**config.mk**
```make
export PLATFORM = sky130hd
export DESIGN_NAME = neuron_seq
export DESIGN_NICKNAME = d
export VERILOG_FILES = /design/src/rtl/neuron_seq.sv
export SDC_FILE = /design/constraint.sdc
export NUM_CORES = 1
export LEC_CHECK = 0
export ABC_AREA = 1
export CORE_ASPECT_RATIO = 0.8
export CORE_MARGIN = 3
export CORE_UTILIZATION = 42
export CTS_CLUSTER_SIZE = 8
export DETAILED_ROUTE_END_ITERATION = 8
export PLACE_DENSITY = 0.83
export SKIP_LAST_GASP = 1
export SLEW_MARGIN = 20
export SYNTH_ARGS = -nofsm -noshare
export SYNTH_HDL_FRONTEND = slang
export SYNTH_SLANG_ARGS = --single-unit
```
**constraint.sdc**
```tcl
create_clock -name clk -period 2.85 [get_ports clk]
set_input_delay 0.57 -clock clk [delete_from_list [all_inputs] [get_ports clk]]
set_output_delay 0.57 -clock clk [all_outputs]
set_load 0.005 [all_outputs]
```
**src/rtl/neuron_seq.sv**
```systemverilog
// Sequencer feeding a single FloPoCo MAC: streams LEN weight/data pairs from two
// synchronous-read memories into the neuron, then hands the captured sum downstream.
module neuron_seq #(
    parameter int BITWIDTH = 16,
    parameter int BW       = BITWIDTH + 1,
    parameter int MAX_LEN  = 256,
    parameter int ADDR_W   = $clog2(MAX_LEN)
) (
    input  logic              clk,
    input  logic              rst,
    input  logic              start,
    input  logic [ADDR_W:0]   len,
    input  logic [ADDR_W-1:0] w_base,
    input  logic [ADDR_W-1:0] d_base,
    output logic              mem_rd_en,
    output logic [ADDR_W-1:0] w_addr,
    output logic [ADDR_W-1:0] d_addr,
    input  logic [BW:0]       w_rdata,
    input  logic [BW:0]       d_rdata,
    output logic [BW:0]       n_weight,
    output logic [BW:0]       n_data,
    output logic              n_en,
    output logic              n_clear,
    input  logic [BW:0]       n_accum,
    output logic              busy,
    output logic [BW:0]       res,
    output logic              res_valid,
    input  logic              res_ready
);

    typedef enum logic [2:0] {
        S_IDLE,
        S_CLEAR,
        S_RUN,
        S_DRAIN,
        S_OUT
    } state_t;

    state_t            state_q, state_d;
    logic [ADDR_W:0]   len_q, len_d;
    logic [ADDR_W:0]   idx_q, idx_d;
    logic [ADDR_W-1:0] w_base_q, w_base_d;
    logic [ADDR_W-1:0] d_base_q, d_base_d;
    logic              en_q, en_d;
    logic [BW:0]       res_q, res_d;

    always_comb begin
        // NOTE: every signal written here gets a default first; a path that
        // leaves one unassigned would infer a latch.
        state_d   = state_q;
        len_d     = len_q;
        idx_d     = idx_q;
        w_base_d  = w_base_q;
        d_base_d  = d_base_q;
        res_d     = res_q;
        mem_rd_en = 1'b0;
        n_clear   = 1'b0;
        w_addr    = '0;
        d_addr    = '0;

        case (state_q)
            S_IDLE: begin
                if (start) begin
                    len_d    = len;
                    w_base_d = w_base;
                    d_base_d = d_base;
                    idx_d    = '0;
                    state_d  = S_CLEAR;
                end
            end
            S_CLEAR: begin
                n_clear = 1'b1;
                state_d = (len_q != '0) ? S_RUN : S_DRAIN;
            end
            S_RUN: begin
                // Address sums are ADDR_W wide so they wrap around the memory.
                mem_rd_en = 1'b1;
                w_addr    = w_base_q + idx_q[ADDR_W-1:0];
                d_addr    = d_base_q + idx_q[ADDR_W-1:0];
                idx_d     = idx_q + (ADDR_W+1)'(1);
                if (idx_q == len_q - (ADDR_W+1)'(1)) begin
                    state_d = S_DRAIN;
                end
            end
            S_DRAIN: begin
                // Once the en pipeline is empty the last product is in the accumulator.
                if (!en_q) begin
                    res_d   = n_accum;
                    state_d = S_OUT;
                end
            end
            S_OUT: begin
                if (res_ready) begin
                    state_d = S_IDLE;
                end
            end
            default: state_d = S_IDLE;
        endcase

        // en trails the read strobe by the memory latency, so it lines up with rdata.
        en_d = mem_rd_en;
    end

    // NOTE: state is updated with non-blocking assignments so every flop samples
    // the pre-edge values, independent of statement order.
    always_ff @(posedge clk or negedge rst) begin
        if (!rst) begin
            state_q  <= S_IDLE;
            len_q    <= '0;
            idx_q    <= '0;
            w_base_q <= '0;
            d_base_q <= '0;
            en_q     <= 1'b0;
            res_q    <= '0;
        end else begin
            state_q  <= state_d;
            len_q    <= len_d;
            idx_q    <= idx_d;
            w_base_q <= w_base_d;
            d_base_q <= d_base_d;
            en_q     <= en_d;
            res_q    <= res_d;
        end
    end

    assign n_weight  = w_rdata;
    assign n_data    = d_rdata;
    assign n_en      = en_q;
    assign busy      = (state_q != S_IDLE);
    assign res       = res_q;
    assign res_valid = (state_q == S_OUT);

endmodule

```
==> impl_metrics.toml <==
[outcome]
status = "finished with violations"
violations = "negative setup slack"

[routing]
avgRoutedWirePerCell_um = 14.6
wirelength_mm = 8.85
drc = 0
drt_iter0_drc = 159
drt_pass1_iterations = 5
via_per_inst = 5.07
via_count = 3081
ant_nets = 0

[worst_hold_path]
hold_class = "input pin to async pin"

[yosys]
async_flop_share = 1.00
ys.flop_type = "dfrtp_1"
yosys_register_bits = 56
synth_edf_count = 0
synth_most_common_cell = "nand2_1"
synth_top_area_cell = "dfrtp_1"
synth_area_per_cell_sq_um = 8.12
syn_area_sq_um = 3520
synth.area.top_cells = "dfrtp_1 (40%), nand2_1 (14%), buf_4 (7.7%), ha_1 (5.7%), nand3_1 (4.0%)"
yosysWarnings = 0
synth_common_cells = "nand2_1 (131), dfrtp_1 (56), inv_1 (37), buf_4 (36), nor2_1 (30)"
synth_cell_types = 32
syn_inst = 434
yosysSeqAreaShare = 0.398
synth.top_cell.area_share = 0.398
syn_nets = 535

[critical_path]
crit_path_frequent_cell = "a21oi_1"
end_kind = "output pin"
rr_worst_depth = 5
cp.buffers_inverters = 1
critPathTopFamily = "buffers and inverters"
path_class = "flip-flop to output pin"
worstPathRequired_ns = 2.28
r2r_setup_slack_ns = 0.94
cp_slowest_cell = "clkdlybuf4s50_1"
path_cells = "ha_1 > nand2_1 > a21oi_1 > a211oi_2 > a21oi_1 > nor2_1 > clkdlybuf4s50_1"
crit_path_max_fanout = 6
reg2reg_to = "res[1]"
r2r-start = "state_q[2]"
max_stage_delay_ns = 0.51
worstPathArrival_ns = 2.29
startpoint_type = "flip-flop"

[power_and_ir_drop]
clockPowerShare = 0.105
p_sw_mw = 1.74
switching_share = 0.402
pwr-share-comb = 0.560
p_total_mw = 4.32
p_int_mw = 2.58
seqPwrFrac = 0.335
power.leakage_nw = 2.28
pwr_density_cell_nw_per_um2 = 945
irDropWorstVdd_v = 0.000433

[clock_tree]
root_buffer = "clkbuf_8"
path_clk_slew_ns = 0.11
tritoncts = "yes"
clock_sinks = 56
clk_latency_ns = 0.32
htreeDepth = 2
numCtsBuffers = 5
clockBufferDepth = 2

[sta]
drv_slew = 0
fin_crit_sh = 1.00
setup_viol = 1
setup_ws_ns = -0.0114
slew_headroom = 0.416
fin_crit_ns = 2.86
finClkSkew_ns = 0.00902
worst_pin_slew_ns = 0.876
hold_viol_final = 0
rsz0062_at_grt = "true"
fmax_mhz = 349

[layout]
insertedDiodeCount = 0
n_fill_cell = 715
area_growth_pct = 29.6
fin_nets = 600
fin_util = 0.567
fin_area_sq_um = 4570
drive_above_1_share = 0.164

[floorplan]
fp-row-count = 29
die_h_um = 87.9
start_util = 0.438
dieArea_sq_um = 9530
coreArea_sq_um = 8060
die_w_um = 108
ioPinCount = 158

[global_route]
grt_max_degree = 39
grt_overflow = 0
track_usage = 0.182
grt_pass1_vias = 2929
grt_pass1_wl_mm = 13.8
antenna_found_initial = 0

[place]
port_buffers = 85
place_area_sq_um = 4270
place_hpwl_mm = 6.36
place.gp.congestion = 0.935

[flow_run]
max-cap-violations = 0
-- cells in the final DEF, fill, tap and decap left out, types with 2 or more instances in the layout --
master,synthesis,final
ha_4,0,5
dfrtp_1,56,51
o21ai_0,22,21
inv_1,37,35
dlymetal6s2s_1,0,5
clkbuf_8,0,5
nor3_4,1,2
o21ai_2,1,2
nor3_1,2,2
a21oi_1,16,11
xnor2_1,5,5
a21oi_2,0,5
nand3_1,28,25
mux2_2,9,9
nor2_1,30,30
nand3_2,0,3
xor2_1,7,7
dfrtp_2,0,5
ha_1,16,9
a211oi_2,0,2
inv_2,1,3
clkdlybuf4s50_1,0,77
o22ai_1,2,2
buf_4,36,18
mux2_4,9,9
nand2_1,131,130
nand4_1,2,2
ha_2,0,2
fa_2,0,2
-- stage by stage --
stage	hold WS, ns	setup TNS (ns)	setup WS (ns)	cells
after floorplan	0.274	0	0.616	434
after global placement	0.467	0	0.139	591
after detailed placement	0.474	0	0.120	591
after CTS	0.375	-0.293	-0.162	601
after global routing	0.400	-0.270	-0.183	608
final	0.350	-0.0114	-0.0114	608
-- worst max path at each step --
stage / end / slack [ns] / cells after the start / start
final: w_addr[7] / -0.01 / 7 / idx_q[4]
after detailed placement: d_addr[6] / 0.12 / 10 / idx_q[0]
after global routing: w_addr[7] / -0.18 / 7 / idx_q[4]
after global placement: w_addr[6] / 0.14 / 10 / idx_q[0]
after CTS: d_addr[6] / -0.16 / 10 / idx_q[0]
after floorplan: w_addr[6] / 0.62 / 9 / idx_q[0]
-- kinds of logic after synthesis --
family          after synthesis  synth area share
flops                        56             0.398
fa+ha+maj                    18            0.0682
xor+xnor                     12            0.0298
mux                          18            0.0671
buf+inv                      85             0.133
simple gates                199             0.234
compound gates               46            0.0703
-- worst register-to-register path, delay by kind of cell, from the launching register on --
family | cells | cell delay, ns
flops | 1 | 0.51
simple gates | 3 | 0.83
mux | 1 | 0.38
buf+inv | 1 | 0.09
-- sequential cells by signal, indices dropped and copies added (netlist names) --
name / cells
w_base_q: 8
n_en: 1
res: 18
len_q: 9
state_q: 3
idx_q: 9
d_base_q: 8
-- routing by layer --
| layer | global-route usage | vias up | routed length (um) |
|---|---|---|---|
| met2 | 0.279 | 132 | 4020 |
| met3 | 0.0435 | 33 | 612 |
| met5 | 0 | - | 0 |
| met1 | 0.252 | 1429 | 4000 |
| li1 | - | 1487 | - |
| met4 | 0.0677 | 0 | 218 |
-- what timing repair did --
item	in CTS	in global routing
pin swaps	1	6
gates resized for setup	15	24
buffers inserted	2	7
hold buffers	0	0
endpoints found under the setup margin	8	15
-- power groups by stage --
stage	Sequential (mW)	Combinational, mW	Clock (mW)
global placement	1.42	2.17	0
finish	1.45	2.42	0.455
global route	1.49	2.69	0.499
CTS	1.43	2.29	0.468
floorplan	1.38	1.37	0
detailed placement	1.42	2.23	0
-- area by class of cell --
| type | count | area (sq um) | area share |
|---|---|---|---|
| multi-input cells | 293 | 1780 | 0.390 |
| flip-flops and latches | 56 | 1410 | 0.308 |
| repair buffers | 104 | 1010 | 0.220 |
| inverters | 39 | 146 | 0.0320 |
| well taps | 108 | 135 | 0.0296 |
| clock buffers | 5 | 68.8 | 0.0151 |
| clock inverters | 3 | 21.3 | 0.00466 |
Note: power is estimated with default switching activity, not from simulation.
